==> config.mk <==
export PLATFORM = sky130hd
export DESIGN_NAME = regfile_op_sequencer
export DESIGN_NICKNAME = d
export VERILOG_FILES = /design/src/rtl/regfile_op_sequencer.sv
export SDC_FILE = /design/constraint.sdc
export NUM_CORES = 1
export LEC_CHECK = 0
export ABC_AREA = 0
export ABC_CLOCK_PERIOD_IN_PS = 5800
export BUFFER_PORTS_ARGS = -buffer_cell sky130_fd_sc_hd__buf_2
export CAP_MARGIN = 20
export CELL_PAD_IN_SITES_DETAIL_PLACEMENT = 0
export CELL_PAD_IN_SITES_GLOBAL_PLACEMENT = 1
export CORE_MARGIN = 10
export CORE_UTILIZATION = 45
export CTS_CLUSTER_DIAMETER = 30
export DETAILED_ROUTE_END_ITERATION = 10
export GPL_TIMING_DRIVEN = 0
export PLACE_DENSITY_LB_ADDON = 0.3
export SYNTH_ARGS = -nofsm -noshare
export SYNTH_HDL_FRONTEND = slang
export SYNTH_SLANG_ARGS = --single-unit
==> constraint.sdc <==
create_clock -name clk -period 5.8 [get_ports clk]
set_input_delay 0.58 -clock clk [delete_from_list [all_inputs] [get_ports clk]]
set_output_delay 0.58 -clock clk [all_outputs]
set_load 0.02 [all_outputs]
==> src/rtl/regfile_op_sequencer.sv <==
// regfile_op_sequencer: single-issue read -> execute -> write-back sequencer for a 2**ADDR_W x DATA_W register file.
// Optional build macro REGFILE_ZERO_REG_EN: register 0 reads as zero and writes to it are suppressed.
module regfile_op_sequencer #(
    parameter int DATA_W = 16,
    parameter int ADDR_W = 5
) (
    input  logic              clk,
    input  logic              rst_n,
    input  logic              cmd_valid,
    output logic              cmd_ready,
    input  logic [1:0]        cmd_op,
    input  logic [ADDR_W-1:0] cmd_rs1,
    input  logic [ADDR_W-1:0] cmd_rs2,
    input  logic [ADDR_W-1:0] cmd_rd,
    input  logic [DATA_W-1:0] cmd_imm,
    output logic              mode,
    output logic [ADDR_W-1:0] ReadAddress1,
    output logic [ADDR_W-1:0] ReadAddress2,
    input  logic [DATA_W-1:0] ReadValue1,
    input  logic [DATA_W-1:0] ReadValue2,
    output logic [ADDR_W-1:0] WriteAddress,
    output logic [DATA_W-1:0] WriteValue,
    output logic              done,
    output logic [DATA_W-1:0] result,
    output logic              carry
);

    typedef enum logic [1:0] {S_IDLE, S_READ, S_EXEC, S_WRITE} state_t;
    typedef enum logic [1:0] {OP_ADD = 2'b00, OP_SUB = 2'b01, OP_MOV = 2'b10, OP_LDI = 2'b11} op_t;

    localparam logic [DATA_W:0] ONE = (DATA_W + 1)'(1);

    state_t              state_q;
    op_t                 op_q;
    logic [ADDR_W-1:0]   rd_q, raddr1_q, raddr2_q, waddr_q;
    logic [DATA_W-1:0]   imm_q, opa_q, opb_q, wval_q, result_q;
    logic                mode_q, done_q, carry_q;

    logic [DATA_W:0]     exec_d;
    logic [DATA_W-1:0]   opa_d, opb_d;
    logic                we_d;

    always_comb begin
        // NOTE: every always_comb output gets a default first, so no path can infer a latch.
        exec_d = '0;
        case (op_q)
            OP_ADD:  exec_d = {1'b0, opa_q} + {1'b0, opb_q};
            OP_SUB:  exec_d = {1'b0, opa_q} + {1'b0, ~opb_q} + ONE;
            OP_MOV:  exec_d = {1'b0, opa_q};
            default: exec_d = {1'b0, imm_q};
        endcase
    end

    always_comb begin
`ifdef REGFILE_ZERO_REG_EN
        opa_d = (raddr1_q == '0) ? '0 : ReadValue1;
        opb_d = (raddr2_q == '0) ? '0 : ReadValue2;
        we_d  = (rd_q != '0);
`else
        opa_d = ReadValue1;
        opb_d = ReadValue2;
        we_d  = 1'b1;
`endif
    end

    // Bus outputs are registered one state early so they are stable for the whole READ/WRITE cycle.
    always_ff @(posedge clk or negedge rst_n) begin
        if (!rst_n) begin
            state_q  <= S_IDLE;
            op_q     <= OP_ADD;
            rd_q     <= '0;
            imm_q    <= '0;
            raddr1_q <= '0;
            raddr2_q <= '0;
            opa_q    <= '0;
            opb_q    <= '0;
            waddr_q  <= '0;
            wval_q   <= '0;
            result_q <= '0;
            carry_q  <= 1'b0;
            mode_q   <= 1'b0;
            done_q   <= 1'b0;
        end else begin
            // NOTE: non-blocking assignments so every register samples pre-edge values.
            case (state_q)
                S_IDLE: begin
                    if (cmd_valid) begin
                        op_q     <= op_t'(cmd_op);
                        raddr1_q <= cmd_rs1;
                        raddr2_q <= cmd_rs2;
                        rd_q     <= cmd_rd;
                        imm_q    <= cmd_imm;
                        state_q  <= S_READ;
                    end
                end
                S_READ: begin
                    opa_q   <= opa_d;
                    opb_q   <= opb_d;
                    state_q <= S_EXEC;
                end
                S_EXEC: begin
                    waddr_q  <= rd_q;
                    wval_q   <= exec_d[DATA_W-1:0];
                    result_q <= exec_d[DATA_W-1:0];
                    carry_q  <= exec_d[DATA_W];
                    mode_q   <= we_d;
                    done_q   <= 1'b1;
                    state_q  <= S_WRITE;
                end
                default: begin
                    mode_q  <= 1'b0;
                    done_q  <= 1'b0;
                    state_q <= S_IDLE;
                end
            endcase
        end
    end

    assign cmd_ready    = (state_q == S_IDLE) && rst_n;
    assign mode         = mode_q;
    assign ReadAddress1 = raddr1_q;
    assign ReadAddress2 = raddr2_q;
    assign WriteAddress = waddr_q;
    assign WriteValue   = wval_q;
    assign done         = done_q;
    assign result       = result_q;
    assign carry        = carry_q;

endmodule

Word level (Yosys, flattened, before mapping)
Index checks and enable logic that the tools add are counted.
{"block": "word_totals", "reg_bits": 90, "inputBits": 68, "out_inout_bits": 51, "wordCells": 30}
{"block": "op_classes", "addsub": 3, "eq_ne": 5, "n_mux": 4, "bitwise_logic": 1, "reduce_logical": 5}
{"cell": "17-bit one-hot mux with 3 select lines", "count": 1}
{"cell": "16-bit by 16-bit adder with 17-bit output", "count": 2}
{"cell": "17-bit by 1-bit adder with 17-bit output, second input constant", "count": 1}
{"cell": "16-bit NOT", "count": 1}
{"cell": "2-bit one-hot mux with 3 select lines", "count": 1}
{"cell": "2-bit by 1-bit == test with 1-bit output, second input constant", "count": 2}
{"cell": "2-bit == test, second input constant", "count": 2}
{"cell": "2-bit logical NOT", "count": 2}
{"cell": "2-bit 2-to-1 mux", "count": 1}
{"cell": "2-bit inequality test, second input constant", "count": 1}
{"cell": "1-bit one-hot mux with 2 select lines", "count": 1}
{"cell": "2-bit AND reduction", "count": 1}
{"cell": "2-bit OR reduction", "count": 1}
{"cell": "1-bit logical AND", "count": 1}

Longest topological paths before layout
{"block": "logic_depth", "word_depth": 4, "ltp_mapped": 10}

Least setup slack after synthesis
No wires, ideal clock.
{"block": "synth_timing", "path_type": "register to register", "start": "register opa_q[7]", "end": "register result_q[12], in the netlist result[12]", "setup_time_ns": 0.132, "arrival_ns": 2.050, "slack_ns": 3.619, "stages_incl_launch_ff": 10, "path_buffers": 1, "synth_period_minus_slack_ns": 2.181, "cell_sequence": "dfrtp_1 > ha_1 > buf_6 > a21o_1 > a21o_1 > a21oi_2 > a21oi_1 > o22ai_1 > a2111oi_2 > or3b_1"}
{"block": "synth_between", "elab_chain_cells": 3, "word_cells_on_any_way": 4}
{"item": "from (decl)", "line": "36", "rtl": "logic [DATA_W-1:0] imm_q, opa_q, opb_q, wval_q, result_q;"}
{"item": "from (signal assigned)", "line": "97", "rtl": "opa_q <= opa_d;"}
{"item": "16-bit by 16-bit adder with 17-bit output", "line": "48", "rtl": "OP_SUB: exec_d = {1'b0, opa_q} + {1'b0, ~opb_q} + ONE;"}
{"item": "17-bit by 1-bit adder with 17-bit output", "line": "48"}
{"item": "17-bit one-hot mux with 3 select lines *", "line": "46", "rtl": "case (op_q)"}
{"item": "to (signal assigned)", "line": "104", "rtl": "result_q <= exec_d[DATA_W-1:0];"}
{"item": "to (decl)", "line": "36"}
Every way passes the cells marked *; elsewhere a longest branch is shown, timed or not.
A chain may end at the register's enable or synchronous reset.

Worst setup path after layout
{"block": "layout_timing", "start": "register opb_q[0]", "end": "register result_q[14], in the netlist result[14]"}
{"block": "layout_between", "elab_chain_cells": 4, "word_cells_on_any_way": 5}
{"item": "from (decl)", "line": "36"}
{"item": "from (signal assigned)", "line": "98", "rtl": "opb_q <= opb_d;"}
{"item": "16-bit NOT", "line": "48"}
{"item": "16-bit by 16-bit adder with 17-bit output", "line": "48"}
{"item": "17-bit by 1-bit adder with 17-bit output", "line": "48"}
{"item": "17-bit one-hot mux with 3 select lines *", "line": "46"}
Marks and branches as above.

==> flow_summary.ini <==
[drt]
met1_length_um = 7310
dr.pass1.iters = 5
highest-signal-layer = met5
met2_wirelength_um = 7370
route.detailed.vias_per_inst = 5.46
route.met3.wl_um = 1300
remaining_drc_errors = 0
total_via_count_after_detailed_routing = 4502
drt_first_iter_violations = 245
postRouteAntennaNets = 0
routedWlPerCell_um = 19.6
wl_um = 16200

[placed_design]
placedCellCount = 808
place_hpwl_um = 12400
gpl.final_weighted_congestion = 0.889
port-buffer-count = 118

[timing]
timing.setup.tns_ns = 0
hold-worst-slack_ns = 0.140
worst_slew_pin_slew_ns = 0.732
slew_headroom = 0.512
fin_crit_ns = 2.60
setup_viol = 0
drv_slew = 0
fin_worst_skew_ns = 0.00408
clock.fmax_mhz = 385
report.final.hold_viol_count = 0
final.period_utilization = 0.448
rsz0062_at_grt = false

[final_layout]
finish.net_count = 777
number_of_diodes = 0
final_cell_count_no_fill = 824
synthesis_to_layout_area_growth_pct = 20.2
share_of_layout_cells_above_drive_strength_1 = 0.337
num-fill-cells = 1126

[grt]
grt_overflow = 0
grt_pass1_wl_um = 25500
maximum_number_of_pins_on_one_net_before_global_route_repair = 69
antenna_found_initial = 1
grt_pass1_vias = 4638
total_track_usage = 0.195

[clocking]
ctsHtreeMaxLevel = 3
insertion_delay_ns = 0.35
cts-hold-fix-buffers = 0
clock_tree.buffer_depth = 2
clk_root_buffer_cell = clkbuf_16
cts_setup_buffers = 0
ctsResizeCount = 0
tritoncts = yes
number_of_sinks_on_the_clock_net = 90
cts-buffers-inserted = 9
post_cts_clock_slew_at_the_launch_and_capture_registers_of_the_worst_setup_and_hold_paths_ns = 0.07

[critical_path]
worst-endpoint-required_ns = 6.06
worst_setup_path_category = reg -> reg
crit_path_top_delay_cell = o31ai_1
crit_path_cell_trace = ha_1 > inv_1 > fa_1 > o21bai_1 > nand2_1 > nand4_1 > nand3_1 > o31ai_1 > o2111ai_1 > o211ai_1
worstSetupStartpointType = flip-flop
crit_arrival_ns = 2.86
critPathMaxStageDelay_ns = 0.50
maximum_fanout_along_the_worst_path = 3
critPathCaptureType = flip-flop

[synth]
yosys-top-cells-area = dfrtp_1, mux2_2, ha_1, o21ai_0, nand2_1
area_leader_netlist = dfrtp_1
synthesis.yosys.warnings = 0
syn_inst = 542
synth_seq_area_share = 0.413
synth.avg_cell_area_um2 = 10.1
synth.most_common_cell = dfrtp_1
synthFlopType = dfrtp_1
ys_ff_latch = 90
syn_nets = 647
synth-edff-count = 0
synth_top_cell_area_share = 0.413
netlist-cell-type-count = 64
post_synth_most_frequent_cells = dfrtp_1, mux2_2, nand2_1
synth_async_sr_flop_share = 1.00
netlist_area_um2 = 5460

[floorplan]
top_level_port_count = 119
core_area_um2 = 12000
die-width_um = 130
die-height_um = 130
row_count = 40
starting_density = 0.456
die-area_um2 = 16900

[outcome]
run_status = complete, no violations

[hold_path]
worstHoldPathType = in -> async

[pwr]
cellLeakagePower_nw = 3.09
vdd.ir_drop.worst_mv = 0.350
power_density_nw_per_um2 = 738

[run]
max_cap_violations = 0
area by class of cell:
| cell class | instances | area, µm² | share of cell area |
|---|---|---|---|
| clock inverter | 6 | 66.3 | 0.0101 |
| clock buffer | 10 | 229 | 0.0349 |
| timing repair buffer | 119 | 621 | 0.0946 |
| tap | 147 | 184 | 0.0280 |
| multi-input combinational | 373 | 2820 | 0.430 |
| sequential | 90 | 2250 | 0.343 |
| buffer | 44 | 256 | 0.0391 |
| inverter | 35 | 131 | 0.0200 |
registers in the layout, indices dropped and copies added, names as in the netlist:
name          flops
ReadAddress1      5
opa_q            16
result           16
state_q           2
carry             1
ReadAddress2      5
opb_q            16
op_q              2
done              1
WriteAddress      5
imm_q            16
rd_q              5
stage by stage:
stage	utilization	cell area (µm²)	setup WS (ns)	total power [mW]
final	0.548	6560	3.20	4.84
after global routing	0.548	6560	2.97	5.22
after CTS	0.548	6560	3.19	4.84
after detailed placement	0.524	6260	3.21	4.23
after global placement	0.521	6230	2.64	4.18
after floorplan	-	5460	3.62	3.36
routing by layer:
metal,global-route usage,up-vias
met5,0,-
met1,0.262,2172
li1,-,2165
met3,0.0531,12
met4,0.0522,2
met2,0.303,151
power breakdown:
group / total (mW) / switching [mW] / internal, mW
combinational: 3.04 / 1.78 / 1.26
clock: 0.598 / 0.262 / 0.336
sequential: 1.21 / 0.250 / 0.956
worst max-delay path, delay by kind of cell (launching register included):
kind	cells	cell delay, ns
adder cells (fa/ha/maj)	2	0.55
AO/OA/AOI/OAI	4	1.10
buffers and inverters	1	0.05
AND/OR/NAND/NOR	3	0.43
flip-flops	1	0.38
cells in the final DEF (no fill, tap or decap), types with 3 or more instances in the layout:
| cell | n |
|---|---|
| mux2i_1 | 13 |
| o21a_1 | 6 |
| xor2_1 | 5 |
| nand4_1 | 3 |
| a21o_1 | 4 |
| nand3_1 | 10 |
| buf_1 | 4 |
| nor3_1 | 6 |
| clkbuf_1 | 14 |
| or3_1 | 6 |
| o22ai_1 | 3 |
| dfrtp_1 | 90 |
| inv_1 | 34 |
| a31oi_1 | 10 |
| o21ai_0 | 44 |
| a21oi_1 | 21 |
| buf_2 | 124 |
| buf_4 | 19 |
| clkbuf_16 | 9 |
| nor2b_1 | 9 |
| nand2_1 | 47 |
| xnor2_1 | 7 |
| o211ai_1 | 7 |
| ha_1 | 35 |
| o21bai_1 | 5 |
| o31ai_1 | 6 |
| nand4b_1 | 3 |
| nor2_1 | 25 |
| mux2_2 | 54 |
| o2bb2ai_1 | 4 |
cell families (layout without fill, tap and decap cells):
logic type               Yosys count  after routing  share of synthesized area
XOR/XNOR                          12             12                     0.0193
buffers and inverters             79            214                     0.0711
AND/OR/NAND/NOR                  122            122                      0.108
flip-flops                        90             90                      0.413
multiplexers                      68             68                      0.139
AO/OA/AOI/OAI                    134            134                      0.163
adder cells (fa/ha/maj)           37             37                     0.0876
final timing paths:
check                                 from              end  slack, ns  cells past startpoint
max                               opb_q[0]       result[14]       3.20                     10
min                                  rst_n        opb_q[13]       0.14                      1
max reg2reg                       opb_q[0]       result[14]       3.20                     10
min reg2reg                ReadAddress1[1]  ReadAddress1[1]       0.50                      1
max in group asynchronous            rst_n         imm_q[1]       5.02                      2
min in group clk             ReadValue2[9]         opb_q[9]       0.43                      3
No activity file was read; power rests on OpenSTA's default activity.
